==> config.mk <==
export PLATFORM = sky130hd
export DESIGN_NAME = uart_tx_arbiter_flat
export DESIGN_NICKNAME = d
export VERILOG_FILES = /design/src/rtl/uart_tx_arbiter_if.sv /design/src/rtl/uart_tx_arbiter.sv /design/src/flat_wrapper.sv
export SDC_FILE = /design/constraint.sdc
export NUM_CORES = 1
export LEC_CHECK = 0
export BUFFER_PORTS_ARGS = -buffer_cell sky130_fd_sc_hd__buf_2
export CORE_MARGIN = 1.5
export CORE_UTILIZATION = 46
export CTS_CLUSTER_DIAMETER = 60
export CTS_CLUSTER_SIZE = 10
export DETAILED_ROUTE_END_ITERATION = 10
export HOLD_SLACK_MARGIN = 0.02
export PLACE_DENSITY = 0.73
export RECOVER_POWER = 100
export SLEW_MARGIN = 20
export SYNTH_ARGS = -nofsm -noshare
export SYNTH_HDL_FRONTEND = slang
export SYNTH_SLANG_ARGS = --single-unit
==> constraint.sdc <==
create_clock -name clk -period 2 [get_ports clk]
set_input_delay 0.1 -clock clk [delete_from_list [all_inputs] [get_ports clk]]
set_output_delay 0.1 -clock clk [all_outputs]
set_load 0.05 [all_outputs]
==> src/rtl/uart_tx_arbiter_if.sv <==
// Requester/transmitter bundle for uart_tx_arbiter.
// req_lock exists only when UART_ARB_LOCK_EN is defined.
interface uart_tx_arbiter_if #(
  parameter int NUM_REQ = 4
);
  localparam int IW = $clog2(NUM_REQ);

  logic [NUM_REQ-1:0]   req_valid;
  logic [8*NUM_REQ-1:0] req_data;
  logic [NUM_REQ-1:0]   req_ready;
`ifdef UART_ARB_LOCK_EN
  logic [NUM_REQ-1:0]   req_lock;
`endif
  logic                 tx_en;
  logic [7:0]           tx_data;
  logic                 tx_busy;
  logic [IW-1:0]        grant_id;
  logic                 frame_done;
  logic                 timeout_err;
  logic                 arb_busy;

  modport master (
`ifdef UART_ARB_LOCK_EN
    input  req_lock,
`endif
    input  req_valid,
    input  req_data,
    input  tx_busy,
    output req_ready,
    output tx_en,
    output tx_data,
    output grant_id,
    output frame_done,
    output timeout_err,
    output arb_busy
  );

  modport slave (
`ifdef UART_ARB_LOCK_EN
    output req_lock,
`endif
    output req_valid,
    output req_data,
    output tx_busy,
    input  req_ready,
    input  tx_en,
    input  tx_data,
    input  grant_id,
    input  frame_done,
    input  timeout_err,
    input  arb_busy
  );
endinterface

==> src/rtl/uart_tx_arbiter.sv <==
// Round-robin share of one UART transmitter with start/frame watchdogs.
// Define UART_ARB_LOCK_EN to let a locked requester keep the grant.
module uart_tx_arbiter #(
  parameter int NUM_REQ       = 4,
  parameter int GAP_CYCLES    = 2,
  parameter int START_TIMEOUT = 8,
  parameter int FRAME_TIMEOUT = 64
) (
  input  logic clk,
  input  logic reset,
  uart_tx_arbiter_if.master bus
);

  localparam int IW = $clog2(NUM_REQ);
  localparam int M1 = (START_TIMEOUT > FRAME_TIMEOUT) ?
                      START_TIMEOUT : FRAME_TIMEOUT;
  localparam int CMAX = (M1 > GAP_CYCLES) ? M1 : GAP_CYCLES;
  localparam int CW = $clog2(CMAX + 1);

  localparam logic [CW-1:0] CNT_MAX = CW'(CMAX);
  localparam logic [CW-1:0] ST_LAST = CW'(START_TIMEOUT - 1);
  localparam logic [CW-1:0] FR_LAST = CW'(FRAME_TIMEOUT - 1);
  localparam logic [CW-1:0] GP_LAST =
    CW'((GAP_CYCLES == 0) ? 0 : GAP_CYCLES - 1);

  typedef enum logic [2:0] {
    IDLE,
    LAUNCH,
    WAIT_START,
    WAIT_DONE,
    GAP
  } state_e;

  state_e          state_q;
  logic [IW-1:0]   ptr_q;
  logic [IW-1:0]   grant_q;
  logic [7:0]      tx_data_q;
  logic [CW-1:0]   cnt_q;
  logic            tx_en_q;
  logic            frame_done_q;
  logic            timeout_q;
  logic            busy_q;

  logic [CW-1:0]   cnt_d;
  logic [IW-1:0]   rr_sel;
  logic [IW-1:0]   sel_d;
  logic [IW-1:0]   ptr_d;
  logic            any_valid;
  logic            lock_hit;

  assign cnt_d = (cnt_q == CNT_MAX) ? cnt_q : cnt_q + 1'b1;
  assign any_valid = |bus.req_valid;

  // Walk from far to near so the nearest valid to ptr wins.
  always_comb begin
    logic [IW-1:0] cand;
    rr_sel = '0;
    cand   = '0;
    for (int k = NUM_REQ - 1; k >= 0; k--) begin
      cand = IW'((int'(ptr_q) + k) % NUM_REQ);
      if (bus.req_valid[cand]) rr_sel = cand;
    end
  end

`ifdef UART_ARB_LOCK_EN
  logic lock_ok_q;

  assign lock_hit = lock_ok_q &&
                    bus.req_lock[grant_q] &&
                    bus.req_valid[grant_q];

  // A watchdog abort breaks the packet lock.
  always_ff @(posedge clk or posedge reset) begin
    if (reset) begin
      lock_ok_q <= 1'b0;
    end else if (frame_done_q) begin
      lock_ok_q <= 1'b1;
    end else if (timeout_q) begin
      lock_ok_q <= 1'b0;
    end
  end
`else
  assign lock_hit = 1'b0;
`endif

  assign sel_d = lock_hit ? grant_q : rr_sel;
  assign ptr_d = (sel_d == IW'(NUM_REQ - 1)) ?
                 '0 : sel_d + 1'b1;

  assign bus.req_ready =
    (state_q == IDLE && !reset && any_valid) ?
    (NUM_REQ'(1) << sel_d) : '0;

  always_ff @(posedge clk or posedge reset) begin
    if (reset) begin
      state_q      <= IDLE;
      ptr_q        <= '0;
      grant_q      <= '0;
      tx_data_q    <= '0;
      cnt_q        <= '0;
      tx_en_q      <= 1'b0;
      frame_done_q <= 1'b0;
      timeout_q    <= 1'b0;
      busy_q       <= 1'b0;
    end else begin
      tx_en_q      <= 1'b0;
      frame_done_q <= 1'b0;
      timeout_q    <= 1'b0;
      unique case (state_q)
        IDLE: begin
          if (any_valid) begin
            grant_q   <= sel_d;
            tx_data_q <= bus.req_data[{sel_d, 3'b000} +: 8];
            if (!lock_hit) ptr_q <= ptr_d;
            tx_en_q   <= 1'b1;
            busy_q    <= 1'b1;
            state_q   <= LAUNCH;
          end
        end
        LAUNCH: begin
          cnt_q   <= '0;
          state_q <= WAIT_START;
        end
        WAIT_START: begin
          if (bus.tx_busy) begin
            cnt_q   <= '0;
            state_q <= WAIT_DONE;
          end else if (cnt_q >= ST_LAST) begin
            cnt_q     <= '0;
            timeout_q <= 1'b1;
            state_q   <= GAP;
          end else begin
            cnt_q <= cnt_d;
          end
        end
        WAIT_DONE: begin
          if (!bus.tx_busy) begin
            cnt_q        <= '0;
            frame_done_q <= 1'b1;
            state_q      <= GAP;
          end else if (cnt_q >= FR_LAST) begin
            cnt_q     <= '0;
            timeout_q <= 1'b1;
            state_q   <= GAP;
          end else begin
            cnt_q <= cnt_d;
          end
        end
        GAP: begin
          if (cnt_q >= GP_LAST) begin
            cnt_q   <= '0;
            busy_q  <= 1'b0;
            state_q <= IDLE;
          end else begin
            cnt_q <= cnt_d;
          end
        end
        default: state_q <= IDLE;
      endcase
    end
  end

  assign bus.tx_en       = tx_en_q;
  assign bus.tx_data     = tx_data_q;
  assign bus.grant_id    = grant_q;
  assign bus.frame_done  = frame_done_q;
  assign bus.timeout_err = timeout_q;
  assign bus.arb_busy    = busy_q;

endmodule

==> src/flat_wrapper.sv <==
// flat-port wrapper written by rule: the top's interface ports become plain ports
module uart_tx_arbiter_flat 
#(
  parameter int NUM_REQ       = 4,
  parameter int GAP_CYCLES    = 2,
  parameter int START_TIMEOUT = 8,
  parameter int FRAME_TIMEOUT = 64
)
  (clk, reset, bus_req_valid, bus_req_data, bus_tx_busy, bus_req_ready, bus_tx_en, bus_tx_data, bus_grant_id, bus_frame_done, bus_timeout_err, bus_arb_busy);
  uart_tx_arbiter_if #(.NUM_REQ(NUM_REQ)) bus_i ();
  input  logic clk;
  input  logic reset;
  input wire logic [$bits(bus_i.req_valid)-1:0] bus_req_valid;
  input wire logic [$bits(bus_i.req_data)-1:0] bus_req_data;
  input wire logic [$bits(bus_i.tx_busy)-1:0] bus_tx_busy;
  output wire logic [$bits(bus_i.req_ready)-1:0] bus_req_ready;
  output wire logic [$bits(bus_i.tx_en)-1:0] bus_tx_en;
  output wire logic [$bits(bus_i.tx_data)-1:0] bus_tx_data;
  output wire logic [$bits(bus_i.grant_id)-1:0] bus_grant_id;
  output wire logic [$bits(bus_i.frame_done)-1:0] bus_frame_done;
  output wire logic [$bits(bus_i.timeout_err)-1:0] bus_timeout_err;
  output wire logic [$bits(bus_i.arb_busy)-1:0] bus_arb_busy;
  assign bus_i.req_valid = bus_req_valid;
  assign bus_i.req_data = bus_req_data;
  assign bus_i.tx_busy = bus_tx_busy;
  assign bus_req_ready = bus_i.req_ready;
  assign bus_tx_en = bus_i.tx_en;
  assign bus_tx_data = bus_i.tx_data;
  assign bus_grant_id = bus_i.grant_id;
  assign bus_frame_done = bus_i.frame_done;
  assign bus_timeout_err = bus_i.timeout_err;
  assign bus_arb_busy = bus_i.arb_busy;
  uart_tx_arbiter #(.NUM_REQ(NUM_REQ), .GAP_CYCLES(GAP_CYCLES), .START_TIMEOUT(START_TIMEOUT), .FRAME_TIMEOUT(FRAME_TIMEOUT)) u_core (.clk(clk), .reset(reset), .bus(bus_i));
endmodule
== Yosys cells after proc, flatten, opt, wreduce, memory -nomap -nowiden ==
Index checks and enable logic that the tools add are counted.
Storage, ports and cells
  register bits: 26
  bits in latches: 0
  RAM bits: 0
  bits in read-only memories: 0
  bits of input ports: 39
  output and inout bits: 18
  logic and storage cells: 83
  memories kept: 0
Operators by class
  add/sub/neg operators: 5
  multipliers: 0
  divide/modulo/power cells: 0
  magnitude comparators: 7
  equality and inequality tests: 10
  shift operators: 2
  muxes and demuxes: 40
  bitwise logic cells: 0
  reductions and logical operators: 10
Operators with widths (number)
  7-bit 2-to-1 mux: 6
  32-bit by 6-bit indexed part select with 8-bit output: 1
  7-bit case mux with 4 select lines: 1
  3-bit 2-to-1 mux: 6
  3-bit case mux with 5 select lines: 1
  1-bit 2-to-1 mux: 14
  2-bit by 3-bit < comparator with 1-bit output (second input constant): 4
  2-bit 2-to-1 mux: 5
  1-bit binary-select mux with 2-bit select: 4
  7-bit by 1-bit adder with 7-bit output (second input constant): 1
  7-bit equality test (second input constant): 1
  7-bit by 1-bit greater-or-equal comparator with 1-bit output (second input constant): 1
  7-bit by 3-bit greater-or-equal comparator with 1-bit output (second input constant): 1
  7-bit by 6-bit greater-or-equal comparator with 1-bit output (second input constant): 1
  3-bit by 2-bit equality test with 1-bit output (second input constant): 2
  3-bit by 2-bit inequality test with 1-bit output (second input constant): 2
  2-bit by 1-bit adder with 2-bit output (second input constant): 2
  2-bit adder (second input constant): 2
  4-bit 2-to-1 mux: 1
  2-bit by 1-bit inequality test with 1-bit output (second input constant): 2
  1-bit case mux with 2 select lines: 2
  4-bit AND reduction: 1
  4-bit nonzero test: 1
  4-bit OR reduction: 1
  other kinds (10): 11

== Longest topological paths before layout ==
  depth in word-level cells: 9
  depth in mapped cells: 8
  mapped depth without buffers: 7

== Least setup slack after synthesis ==
OpenSTA, ideal clock, no wires.
  path kind: reg2out
  from: register u_core.ptr_q[0]
  to: output port bus_req_ready[3]
  data arrival time: 1.755 ns
  data required time: 1.900 ns
  setup slack: 0.145 ns
  stages on the path, launching flop included: 8
  path buffers: 2
  cells stage by stage: dfrtp_1 > nor2b_4 > a211o_1 > a21oi_2 > buf_6 > buf_12 > ha_1 > and3_1
On the way
  word-level cells in the longest chain between the ends: 9
  elaborated cells on any way between the ends: 17
  classes of those cells: add/sub: 3; shift: 1; mux: 13
RTL lines
  from (decl): line uart_tx_arbiter.sv:35  | logic [IW-1:0] ptr_q;
  from (signal assigned): line uart_tx_arbiter.sv:114  | if (!lock_hit) ptr_q <= ptr_d;
  2-bit adder: line uart_tx_arbiter.sv:60  | cand = IW'((int'(ptr_q) + k) % NUM_REQ);
  1-bit binary-select mux with 2-bit select: line uart_tx_arbiter.sv:61  | if (bus.req_valid[cand]) rr_sel = cand;
  1-bit 2-to-1 mux (implied by the code): line uart_tx_arbiter.sv:61
  2-bit 2-to-1 mux (3 in a row): line uart_tx_arbiter.sv:61
  2-bit 2-to-1 mux *: line uart_tx_arbiter.sv:61
  named net u_core.rr_sel[0]: line uart_tx_arbiter.sv:45  | logic [IW-1:0] rr_sel;
  1-bit by 2-bit left shift with 4-bit output *: line uart_tx_arbiter.sv:92  | (NUM_REQ'(1) << sel_d) : '0;
  4-bit 2-to-1 mux *: line uart_tx_arbiter.sv:91  | (state_q == IDLE && !reset && any_valid) ?
  to (decl): line flat_wrapper.sv:16  | output wire logic [$bits(bus_i.req_ready)-1:0] bus_req_ready;
Mark *: on every way through the listed nets, which the timed path passes. The rest lies on a longest branch. The select of a mux whose other input is x is not followed.

== Worst setup path in the final report ==
  from: register u_core.ptr_q[1]
  to: output port bus_req_ready[2]
On the way
  word-level cells in the longest chain between the ends: 9
  elaborated cells on any way between the ends: 17
  classes of those cells: add/sub: 3; shift: 1; mux: 13
RTL lines (line)
  2-bit adder: uart_tx_arbiter.sv:60
  1-bit binary-select mux with 2-bit select: uart_tx_arbiter.sv:61
  1-bit 2-to-1 mux (implied by the code): uart_tx_arbiter.sv:61
  2-bit 2-to-1 mux (3 in a row): uart_tx_arbiter.sv:61
  2-bit 2-to-1 mux *: uart_tx_arbiter.sv:61
  1-bit by 2-bit left shift with 4-bit output *: uart_tx_arbiter.sv:92
  4-bit 2-to-1 mux *: uart_tx_arbiter.sv:91
Mark *: on every way between the ends. The rest lies on a longest branch, timed or not. The select of a mux whose other input is x is not followed.

==> results.md <==
* H-tree depth at 1
* Max-slew headroom at 8.748%
* Worst-path clk slew at 0.09 ns
* Final Hold Viols at 0
* Placed Instance Area at 2100 sq um
* Vias in the first global route at 1,449
* CTS Root Cell: clkbuf_8
* CTS tree: built
* Hold Path Stages at 2
* Die height at 65.26 um
* Largest area contributor in the synthesized netlist: dfrtp_1
* Number of diodes at 0
* Hold path start: bus_tx_busy
* Layout area overhead at 25.61%
* Final Skew at 0.001080 ns
* CTS Buf Count at 3
* Top_reg_cell synth: dfrtp_1
* Period utilisation layout at 97.67%
* Total GRT Usage at 18.50%
* FF-to-FF Start: u_core.ptr_q[1]
* Post-synthesis cell area at 1783 sq um
* Max-slew violations at 0
* Startpoint Class: register
* Number of DRC markers after the initial detailed-route iteration at 20
* Synth warn at 0
* Hold WS at 0.03810 ns
* Pin count of the biggest net entering global routing at 27
* Final core utilization at 60.72%
* Clock Latency Late Sink at 0.27 ns
* Syn Area/Cell at 10.61 sq um
* R2r worst-path depth at 7
* R2r setup slk at 0.14 ns
* PwrDens at 1462 nW/um^2
* Leak at 1.057 nW
* I/O pin cnt at 57
* Async S/R FF share, synth at 100.0%
* Vias at 1,521
* DIE WIDTH at 65.26 um
* HP Class: in -> reg
* Effective utilization at floorplan at 48.34%
* RSZ-0062 raised after global routing: yes
* Routed len/inst at 13.44 um
* GPL Wtd Cong at 0.7707
* Unique masters post-synth at 52
* Sequential fraction of the synthesis area at 36.49%
* FP Rows at 22
* # DRC at 0
* Reg2Reg Capture Point: u_core.bus.tx_data[0]
* Syn Inst Count at 168
* Setup WS pre-CTS at 0.1805 ns
* Layout cell share with drive strength beyond 1 at 35.34%
* Cell Count Post-Placement at 269
* Worst Path Arrival at 1.85 ns
* Synth top area share at 36.49%
* DRT antenna net count at 0
* Area of the die at 4258 sq um
* Worst-margin pin slew at 1.369 ns
* Final Non-Filler Cells at 280
* Post-route cell area at 2240 sq um
* Wire length of the first global-routing pass at 6175 um
* F_max at 0.5119 GHz
* Core Box Area at 3689 sq um
* Fin nets at 279
* Hold-fix buffers, CTS at 0
* CP Class: reg -> out
* Syn_nets at 214
* Req. time, crit path at 1.90 ns
* Maximum buffer depth of the clock tree at 2
* Detailed placement HPWL at 2832 um
* Setup crit end kind: primary output
* Top cells by area, synth: dfrtp_1 36%, mux2i_1 10%, o221ai_2 6.7%, ha_1 4.9%, nand2_1 4.0%
* Clock Sink Count at 26
* Port bufs at 56
* Status: completed
* Worst Setup Slack, final at 0.04660 ns
* Final setup fails at 0
* #FFs+latches synth at 26
* Worst VDD drop at 734.2 uV
* DRT Wirelength at 3763 um
* Hold path endpoint: u_core.bus.frame_done
* Via-to-Cell Ratio at 5.432
* CP max FO at 4
* EDFF count, synth at 0
* First-pass detailed-route iteration total at 2
* Post-route minimum period at 1.953 ns
* Grt total ovfl at 0
* Max-Cap Viols at 0
* Antenna violations before repair at 0
## logic make-up after synthesis
kind of cell    synth area share [%]
buf+inv                        6.315
fa+ha+maj                      4.912
xor+xnor                      0.9826
mux                            10.11
simple gates                   18.74
flops                          36.49
compound gates                 22.46
## layout make-up
cell class / count / area [sq um]
Fill cell: 310 / 1449
Multi-Input combinational cell: 124 / 1050
Sequential cell: 26 / 650.6
Timing Repair Buffer: 67 / 375.4
Tap cell: 48 / 60.06
Clock buffer: 4 / 55.05
Inverter: 11 / 48.80
## worst max-delay path, cell delays in order, from the launching register on
cell     delay (ns)
dfrtp_1        0.40
buf_6          0.13
a211o_1        0.30
a21oi_4        0.21
inv_2          0.07
ha_2           0.16
and3_4         0.16
buf_6          0.14
## where the power goes
part | internal (mW) | switching, mW | total [mW]
clock network | 0.176 | 0.161 | 0.337
registers | 0.714 | 0.150 | 0.865
logic | 0.757 | 1.32 | 2.07
## stage by stage
| step | power (mW) | setup TNS (ns) |
|---|---|---|
| finish | 3.274 | 0 |
| global route | 3.521 | -0.04649 |
| CTS | 3.300 | 0 |
| detailed placement | 2.853 | 0 |
| global placement | 2.827 | 0 |
| floorplan | 2.503 | 0 |
## routing by layer
metal	wire [um]	up-vias	global-route usage [%]	share of wire, %
met2	1733	48	32.91	46
met3	267	4	2.055	7.1
met1	1731	718	23.65	46
met4	31	0	5.469	0.82
met5	0	-	0	0
li1	-	751	-	-
## state kept, by name, indices dropped and copies added, names as in the netlist
register                count
u_core.bus.tx_en            1
u_core.bus.arb_busy         1
u_core.bus.grant_id         2
u_core.bus.tx_data          8
u_core.state_q              3
u_core.bus.frame_done       1
u_core.bus.timeout_err      1
u_core.ptr_q                2
u_core.cnt_q                7
## cell usage after synthesis (2+ instances only)
master and n:
nor2_1 3, o21ai_1 2, a41o_1 2, mux2i_1 18
dfrtp_1 26, nand2_1 19, a22o_1 5, inv_1 9
a21oi_1 4, o21ai_0 6, a21oi_2 2, nor2b_1 3
o31ai_1 2, buf_4 2, ha_1 7, o221ai_2 8
nor3_1 3, nand3_1 3, and3_1 6, buf_6 2
nand2b_1 4, nand2_8 2
## placed cells by master (no fill, tap or decap), types with 2 or more instances in the layout
cell type / count
nand2b_1: 4
buf_2: 38
a41o_1: 2
nand2_1: 19
buf_6: 5
nand2_8: 2
nor2b_1: 3
a21oi_1: 4
o221ai_2: 9
o21ai_1: 2
ha_2: 3
and3_1: 5
dfrtp_1: 26
nor2_1: 4
a22o_1: 5
nor3_1: 3
inv_1: 8
ha_1: 4
clkbuf_1: 17
buf_4: 6
mux2i_1: 18
o21ai_0: 6
clkbuf_8: 4
nand3_1: 3
o31ai_1: 2
## worst max path at each step
stage,start,end,cells after the start,slack (ns)
after CTS,u_core.ptr_q[0],bus_req_ready[3],6,0.005
after global placement,u_core.ptr_q[0],bus_req_ready[2],7,0.20
after global routing,u_core.ptr_q[1],bus_req_ready[2],7,-0.02
after detailed placement,u_core.ptr_q[1],bus_req_ready[3],7,0.18
final,u_core.ptr_q[1],bus_req_ready[2],7,0.05
after floorplan,u_core.ptr_q[0],bus_req_ready[3],7,0.14
## repair_timing
action	CTS	global route
gates cloned	0	0
pin swaps	2	3
resized for setup	2	21
setup endpoints to repair	4	4
buffers inserted	6	1
No activity file was read; power rests on OpenSTA's default activity.
